File: config.mk
export PLATFORM = sky130hd
export DESIGN_NAME = topk_stream_sorter
export DESIGN_NICKNAME = d
export VERILOG_FILES = /design/src/rtl/topk_stream_sorter.sv
export SDC_FILE = /design/constraint.sdc
export NUM_CORES = 1
export LEC_CHECK = 0
export CORE_ASPECT_RATIO = 0.7
export CORE_UTILIZATION = 47
export CTS_BUF_LIST = sky130_fd_sc_hd__clkbuf_16
export CTS_CLUSTER_DIAMETER = 200
export CTS_CLUSTER_SIZE = 14
export DETAILED_ROUTE_END_ITERATION = 12
export HOLD_SLACK_MARGIN = 0.03
export PLACE_DENSITY = 0.67
export SLEW_MARGIN = 20
export SYNTH_ARGS = -nofsm -noshare
export SYNTH_HDL_FRONTEND = slang
export SYNTH_SLANG_ARGS = --single-unit
File: constraint.sdc
create_clock -name clk -period 5.3 [get_ports clk]
set_input_delay 1.06 -clock clk [delete_from_list [all_inputs] [get_ports clk]]
set_output_delay 1.06 -clock clk [all_outputs]
set_load 0.01 [all_outputs]
File: src/rtl/topk_stream_sorter.sv
// ---------------------------------------------------------------------------
// topk_stream_sorter
//
// Streaming top-K selector. Candidates (distance, address) arrive one per
// cycle and are inserted into a sorted bank of K slots (slot 0 = nearest).
// Ordering is lexicographic on (dist, addr); an identical pair lands behind
// the entry already stored. After the candidate flagged in_last, the bank is
// drained in ascending order, one winner per out handshake, then the block
// re-arms for the next batch.
//
// Handshakes: a transfer happens on a rising clk edge where valid && ready.
// The producer holds its payload until the transfer. The block presents
// out_* from registers only and holds them while out_valid && !out_ready.
//
// Optional feature macro: TOPK_STATS_EN adds the seen_cnt output, a
// saturating count of accepted candidates in the current batch.
//
// Ports
//   clk        in   clock, rising edge
//   rst        in   synchronous active-low reset
//   in_valid   in   candidate present
//   in_ready   out  block accepts a candidate (high in COLLECT)
//   in_dist    in   candidate distance, unsigned
//   in_addr    in   candidate address
//   in_last    in   final candidate of the batch
//   out_valid  out  winner present (DRAIN only)
//   out_ready  in   consumer accepts the winner
//   out_dist   out  winner distance
//   out_addr   out  winner address
//   out_rank   out  winner rank, 0 = nearest
//   out_last   out  final winner of the batch
//   seen_cnt   out  accepted-candidate count (TOPK_STATS_EN only)
// ---------------------------------------------------------------------------
module topk_stream_sorter #(
   parameter  int DIST_W = 12,
   parameter  int ADDR_W = 3,
   parameter  int K      = 4,
   localparam int RANK_W = (K > 1) ? $clog2(K) : 1
) (
   input  logic              clk,
   input  logic              rst,
   input  logic              in_valid,
   output logic              in_ready,
   input  logic [DIST_W-1:0] in_dist,
   input  logic [ADDR_W-1:0] in_addr,
   input  logic              in_last,
   output logic              out_valid,
   input  logic              out_ready,
   output logic [DIST_W-1:0] out_dist,
   output logic [ADDR_W-1:0] out_addr,
   output logic [RANK_W-1:0] out_rank,
   output logic              out_last
`ifdef TOPK_STATS_EN
   ,
   output logic [15:0]       seen_cnt
`endif
);

   typedef enum logic {
      COLLECT = 1'b0,
      DRAIN   = 1'b1
   } state_t;

   state_t              state_q;
   logic [K-1:0]        vld_q;
   logic [DIST_W-1:0]   dist_q [K];
   logic [ADDR_W-1:0]   addr_q [K];
   logic [RANK_W-1:0]   rd_q;

   logic [K-1:0]        vld_d;
   logic [DIST_W-1:0]   dist_d [K];
   logic [ADDR_W-1:0]   addr_d [K];

   logic [K-1:0]        prec;
   logic                in_hs;
   logic                out_hs;
   logic                rd_at_end;
   logic [RANK_W-1:0]   nxt_idx;
   logic                out_last_c;

   // ------------------------------------------------------------------------
   // Parallel compare: prec[i] is set when the candidate sorts ahead of slot i.
   // Because the bank is sorted and invalid slots sit at the top, prec is a
   // thermometer code: all zeros below the insertion point, all ones from it.
   // ------------------------------------------------------------------------
   always_comb begin
      prec = '0;
      for (int i = 0; i < K; i++) begin
         prec[i] = !vld_q[i]
                || (in_dist <  dist_q[i])
                || ((in_dist == dist_q[i]) && (in_addr < addr_q[i]));
      end
   end

   // Insert-and-shift. A slot whose lower neighbour also lost to the candidate
   // takes that neighbour's contents; the first losing slot takes the
   // candidate. Slot K-1 falls off the end when the bank is full.
   always_comb begin : insert_logic
      int j;
      vld_d = vld_q;
      for (int i = 0; i < K; i++) begin
         j         = (i == 0) ? 0 : i - 1;
         dist_d[i] = dist_q[i];
         addr_d[i] = addr_q[i];
         if (prec[i]) begin
            if ((i != 0) && prec[j]) begin
               vld_d[i]  = vld_q[j];
               dist_d[i] = dist_q[j];
               addr_d[i] = addr_q[j];
            end else begin
               vld_d[i]  = 1'b1;
               dist_d[i] = in_dist;
               addr_d[i] = in_addr;
            end
         end
      end
   end

   // ------------------------------------------------------------------------
   // Drain-side read mux
   // ------------------------------------------------------------------------
   assign rd_at_end  = (rd_q == RANK_W'(K - 1));
   assign nxt_idx    = rd_at_end ? rd_q : rd_q + RANK_W'(1);
   assign out_last_c = rd_at_end || !vld_q[nxt_idx];

   assign in_ready  = (state_q == COLLECT);
   assign out_valid = (state_q == DRAIN) && vld_q[rd_q];
   assign out_dist  = (state_q == DRAIN) ? dist_q[rd_q] : '0;
   assign out_addr  = (state_q == DRAIN) ? addr_q[rd_q] : '0;
   assign out_rank  = (state_q == DRAIN) ? rd_q : '0;
   assign out_last  = (state_q == DRAIN) && out_last_c;

   assign in_hs  = in_valid && in_ready;
   assign out_hs = out_valid && out_ready;

   // ------------------------------------------------------------------------
   // State machine and slot bank
   // ------------------------------------------------------------------------
   always_ff @(posedge clk) begin
      if (!rst) begin
         state_q <= COLLECT;
         vld_q   <= '0;
         rd_q    <= '0;
         for (int i = 0; i < K; i++) begin
            dist_q[i] <= '0;
            addr_q[i] <= '0;
         end
      end else begin
         case (state_q)
            COLLECT: begin
               if (in_hs) begin
                  vld_q <= vld_d;
                  for (int i = 0; i < K; i++) begin
                     dist_q[i] <= dist_d[i];
                     addr_q[i] <= addr_d[i];
                  end
                  if (in_last) begin
                     state_q <= DRAIN;
                     rd_q    <= '0;
                  end
               end
            end
            DRAIN: begin
               if (out_hs) begin
                  if (out_last_c) begin
                     vld_q   <= '0;
                     rd_q    <= '0;
                     state_q <= COLLECT;
                  end else begin
                     rd_q <= rd_q + RANK_W'(1);
                  end
               end
            end
            default: state_q <= COLLECT;
         endcase
      end
   end

`ifdef TOPK_STATS_EN
   // Per-batch accepted-candidate count; frozen during DRAIN because in_ready
   // is low, cleared together with the vld bits at the end of the drain.
   logic [15:0] seen_cnt_q;

   always_ff @(posedge clk) begin
      if (!rst) begin
         seen_cnt_q <= '0;
      end else if (out_hs && out_last_c) begin
         seen_cnt_q <= '0;
      end else if (in_hs && (seen_cnt_q != 16'hFFFF)) begin
         seen_cnt_q <= seen_cnt_q + 16'd1;
      end
   end

   assign seen_cnt = seen_cnt_q;
`endif

endmodule

==> run summary, run 1 <==
Hold Path Origin = vld_q[3]$_SDFFE_PN0P_
Netlist cell types = 46
crit path launch type = primary input
setup tns final = 0 ns
post-synthesis cell area = 4940 um2
HPWL after DPL = 9020 um
number of global-route vias before repair = 3617
Area after DPL = 5470 um2
I/O Buffers = 39
Critical Path RT = 5.27 ns
Reg2Reg Capture Point = addr_q[0][2]$_SDFFCE_PN0P_
share of cells above drive strength 1 = 0.108
fin nets = 585
status = finished clean
register area share after synthesis = 0.401
Syn Area/Cell = 10.6 um2
DRT iter0 DRCs = 241
drt drc = 0
global-route wire length before repair = 20500 um
DRT Pass-1 Iters = 5
clock latency on the worst-skew pair = 0.34 ns
cell count of the worst hold path = 2
via count = 3718
Top FF cell, synth = edfxtp_1
Clock Path Buffers = 2
ANT cells = 0
grt total ovfl = 0
initial antenna violation count = 0
count leader, synth = inv_1
crit path from = in_dist[5]
Yosys top cell area share = 0.365
CTS tree = yes
cts hold-fix bufs = 0
actual slew at the worst max-slew pin = 1.03 ns
max-cap violation count = 0
Core Box Area = 9950 um2
Antenna Nets Post-Route = 0
FMAX = 0.270 GHz
launch point of the worst reg-to-reg path = dist_q[0][5]$_SDFFCE_PN0P_
crit path time final = 3.71 ns
Die Area = 10900 um2
# IOs = 40
Critical Path End Type = flop
clock sink count = 69
worst slack, placed = 1.23 ns
worst-case hold path end point = vld_q[3]$_SDFFE_PN0P_
RSZ-0062 raised after global routing = no
maximum VDD drop = 0.000197 V
Power Density = 283 nW/um2
final setup margin = 1.59 ns
crit path max fanout = 15
EDFF count, synth = 60
Initial Util = 0.496
FP Rows = 30
Wirelength per Cell = 20.1 um
Synth-to-Final Area Change = 17.1%
largest cells by area after synthesis = edfxtp_1 (36%), ha_1 (15%), mux4_2 (7.3%), inv_1 (5.5%), nand2_1 (3.8%)
Clock Skew = 0.00479 ns
post-synthesis instance total = 466
final setup fails = 0
H-tree levels = 3
Die Y = 87.8 um
largest net degree at the start of global routing = 47
CTS buffer count = 9
worst hold path class = flop to flop
ys async rst share = 0
fin. max-slew vios = 0
Vias/cell = 5.82
post-route cell area = 5780 um2
Post-CTS Setup Inserts = 0
commonest cells in the netlist = inv_1 (73), edfxtp_1 (60), ha_1 (59), nand2_1 (50), a21oi_1 (22)
CP Class = primary input to flop
Power, Total = 1.64 mW
final hold violations = 0
register bit total from synthesis = 69
GPL Wtd Cong = 0.863
Clock Tree Root = clkbuf_16
GRT Util Overall = 0.254
Leak Pwr = 2.44 nW
synthesized net count = 545
cts repair resizes = 0
WP data arrival = 3.68 ns
Yosys top cell by area = edfxtp_1
fin crit share = 0.699
DIE WIDTH = 125 um
CTS clk-pin slew, worst paths = 0.06 ns
Synth warnings = 0
WL final = 12900 um
r2r setup slk = 2.41 ns
slew margin rel. = 0.315
Worst R2R Path Depth = 8
per-stage QoR:
step	hold slack [ns]	instances	utilization
finish	0.540	639	0.582
global route	0.587	639	0.582
CTS	0.534	639	0.581
detailed placement	0.524	623	0.550
global placement	0.500	623	0.550
floorplan	0.462	466	-
where the power goes:
| group | switching (mW) | total [mW] | internal [mW] | leakage (nW) |
|---|---|---|---|---|
| clock network | 0.243 | 0.652 | 0.409 | 0.153 |
| logic | 0.168 | 0.296 | 0.128 | 1.56 |
| registers | 0.0451 | 0.691 | 0.646 | 0.725 |
| total | 0.456 | 1.64 | 1.18 | 2.44 |
flip-flops by register name, summed over array words and instances (netlist names), named ones only:
name,flops
vld_q,4
dist_q,48
state_q,1
addr_q,12
rd_q,2
final cells by class:
class                      instances  area [um2]
inverter                          74         278
sequential                        69        1980
multi-input combinational        306        2610
timing repair buffer              46         443
fill                             824        4160
clock buffer                       9         225
tap                              128         160
clock inverter                     7        90.1
cell families (layout without fill, tap and decap cells):
kind of cell	after synthesis	count (layout)	synth area share
adder cells (fa/ha/maj)	59	59	0.149
multiplexers	34	34	0.110
buffers and inverters	91	136	0.0737
AO/OA/AOI/OAI	88	88	0.138
AND/OR/NAND/NOR	125	125	0.128
flip-flops	69	69	0.401
critical path, stage by stage:
cell	delay, ns
clkdlybuf4s50_1	0.52
ha_1	0.36
a21o_1	0.16
a221o_1	0.33
a221o_1	0.40
o211ai_2	0.18
nand2_1	0.08
nand2_1	0.60
routing by layer:
layer	wire length (um)	GRT usage	vias up
met1	6520	0.373	1819
met3	799	0.0531	16
met2	5330	0.372	119
li1	-	-	1764
met5	0	0	-
met4	211	0.0876	0
how the worst max path moves through the flow:
stage                             endpoint  slack (ns)
2_1_floorplan   addr_q[3][0]$_SDFFCE_PN0P_        1.68
3_3_place_gp    addr_q[0][1]$_SDFFCE_PN0P_        1.31
3_5_place_dp   dist_q[0][10]$_SDFFCE_PN0P_        1.23
4_1_cts                       out_dist[10]        1.53
5_1_grt        dist_q[0][10]$_SDFFCE_PN0P_        1.47
6_report        addr_q[0][2]$_SDFFCE_PN0P_        1.59
placed cells by master, fill, tap and decap left out, types with 3 or more instances in the layout:
| cell | n |
|---|---|
| a21oi_1 | 22 |
| a221o_1 | 4 |
| and2_1 | 19 |
| o2bb2ai_1 | 5 |
| nand3b_1 | 3 |
| ha_1 | 59 |
| nand2b_1 | 5 |
| and4_1 | 4 |
| nor2_1 | 6 |
| mux2i_1 | 17 |
| a21o_1 | 10 |
| nand4_1 | 6 |
| o21ai_0 | 19 |
| clkbuf_16 | 9 |
| nor2b_1 | 6 |
| clkdlybuf4s50_1 | 39 |
| o2bb2ai_2 | 10 |
| nand3_1 | 19 |
| mux4_2 | 16 |
| nand2_1 | 50 |
| dfxtp_1 | 8 |
| edfxtp_1 | 60 |
| inv_1 | 73 |
| buf_4 | 7 |
Note: power is estimated with default switching activity, not from simulation.
==> run 2, diff against run 1 <==
==> constraint.sdc (replaced) <==
create_clock -name clk -period 3.61 [get_ports clk]
set_input_delay 0.722 -clock clk [delete_from_list [all_inputs] [get_ports clk]]
set_output_delay 0.722 -clock clk [all_outputs]
set_load 0.01 [all_outputs]
==> run summary, run 2 (same netlist as run 1, synthesis figures left out) <==
Antenna Nets Post-Route = 0
non-filler cells, final = 650
sw frac = 0.267
largest net degree at the start of global routing = 29
final setup fails = 0
HPWL after DPL = 9500 um
max-cap violation count = 0
launch point of the worst reg-to-reg path = dist_q[0][9]$_SDFFCE_PN0P_
GRT Util Overall = 0.248
top flop regs = dist_q x48, addr_q x12, vld_q x4
fin nets = 596
Initial Util = 0.496
post-route cell area = 5870 um2
power share of the combinational group = 0.195
CTS tree = yes
most common cell after layout, fill and taps aside = inv_1
Clock Path Buffers = 2
Filler cells = 826
DIE WIDTH = 125 um
crit path time final = 3.27 ns
commonest cells after routing, fill and taps aside = inv_1 (74), edfxtp_1 (60), ha_1 (59)
FMAX = 0.305 GHz
Clock Tree Root = clkbuf_16
Post-CTS Setup Inserts = 0
initial antenna violation count = 0
WL final = 12800 um
worst hold path class = flop to flop
placed insts = 634
clock network power share = 0.383
H-tree levels = 3
Power, Total = 2.38 mW
CTS buffer count = 9
Fin Hold WS = 0.531 ns
crit path from = in_dist[10]
register area = 1980 um2
setup tns final = 0 ns
Critical Path End Type = flop
crit path max fanout = 15
number of global-route vias before repair = 3650
status = finished clean
clock sink count = 69
final hold violations = 0
maximum VDD drop = 0.000245 V
CTS clk-pin slew, worst paths = 0.05 ns
cts hold-fix bufs = 0
GPL Wtd Cong = 0.945
fin. max-slew vios = 0
via count = 3804
worst slack, placed = 0.00786 ns
drt drc = 0
Vias/cell = 5.85
final setup margin = 0.335 ns
global-route wire length before repair = 20200 um
ANT cells = 0
Largest Register = dist_q
Critical Path RT = 3.79 ns
final core utilization = 0.590
Core Box Area = 9950 um2
# IOs = 40
Switch Pwr = 636 uW
FP Rows = 30
Area after DPL = 5560 um2
Die Y = 87.8 um
cts repair resizes = 0
RSZ-0062 raised after global routing = no
DRT Pass-1 Iters = 5
part of the power in registers = 0.423
WP data arrival = 3.45 ns
P_int = 1.74 mW
I/O Buffers = 39
Clock Skew = 0.00585 ns
crit path launch type = primary input
Power Density = 405 nW/um2
actual slew at the worst max-slew pin = 0.681 ns
share of cells above drive strength 1 = 0.121
grt total ovfl = 0
fin crit share = 0.907
clock latency on the worst-skew pair = 0.33 ns
Die Area = 10900 um2
max reg flops = 48
footprint of the multi-input gates = 2610 um2
CP Class = primary input to flop
Synth-to-Final Area Change = 18.8%
DRT iter0 DRCs = 339
slew margin rel. = 0.545
Hold Path Origin = vld_q[3]$_SDFFE_PN0P_
Leak Pwr = 2.50 nW
Wirelength per Cell = 19.7 um
==> run 2: cell types whose count changed in the layout (fill, tap and decap cells not counted), sizes merged <==
cell | previous run | this run
clkinvlp | 1 | 0
buf | 7 | 18
inv | 73 | 74
==> run 2: cell type report <==
cell class	instances	share of cell area
sequential	69	0.338
clock inverter	7	0.0139
clock buffer	9	0.0384
multi-input combinational	306	0.444
tap	128	0.0273
timing repair buffer	57	0.0917
inverter	74	0.0473
==> run 2: worst max-delay path: stages <==
cell and delay (ns):
clkdlybuf4s50_1 0.55, ha_1 0.36, and4_1 0.30, nand4_1 0.17, a2111o_1 0.39, and2_1 0.20
o21bai_4 0.57, o2bb2ai_1 0.19
==> run 2: final timing paths <==
kind / cells after the start / endpoint / slack (ns)
max: 8 / dist_q[1][0]$_SDFFCE_PN0P_ / 0.34
min: 2 / vld_q[3]$_SDFFE_PN0P_ / 0.53
max reg2reg: 8 / dist_q[1][0]$_SDFFCE_PN0P_ / 0.86
min reg2reg: 2 / vld_q[3]$_SDFFE_PN0P_ / 0.53
==> run 2: power groups by stage <==
stage | clock network, mW | logic, mW | registers, mW
floorplan | 0 | 0.286 | 0.996
global placement | 0 | 0.449 | 1.02
detailed placement | 0 | 0.456 | 1.02
CTS | 0.921 | 0.459 | 1.00
global route | 0.949 | 0.512 | 1.01
finish | 0.910 | 0.463 | 1.01
==> run 2: per-layer routing <==
layer / global-route usage / wire (um) / part of all wire / vias up
met2: 0.381 / 5580 / 0.44 / 132
li1: - / - / - / 1790
met5: 0 / 0 / 0 / -
met4: 0.0548 / 133 / 0.010 / 0
met3: 0.0464 / 868 / 0.068 / 13
met1: 0.364 / 6220 / 0.49 / 1869
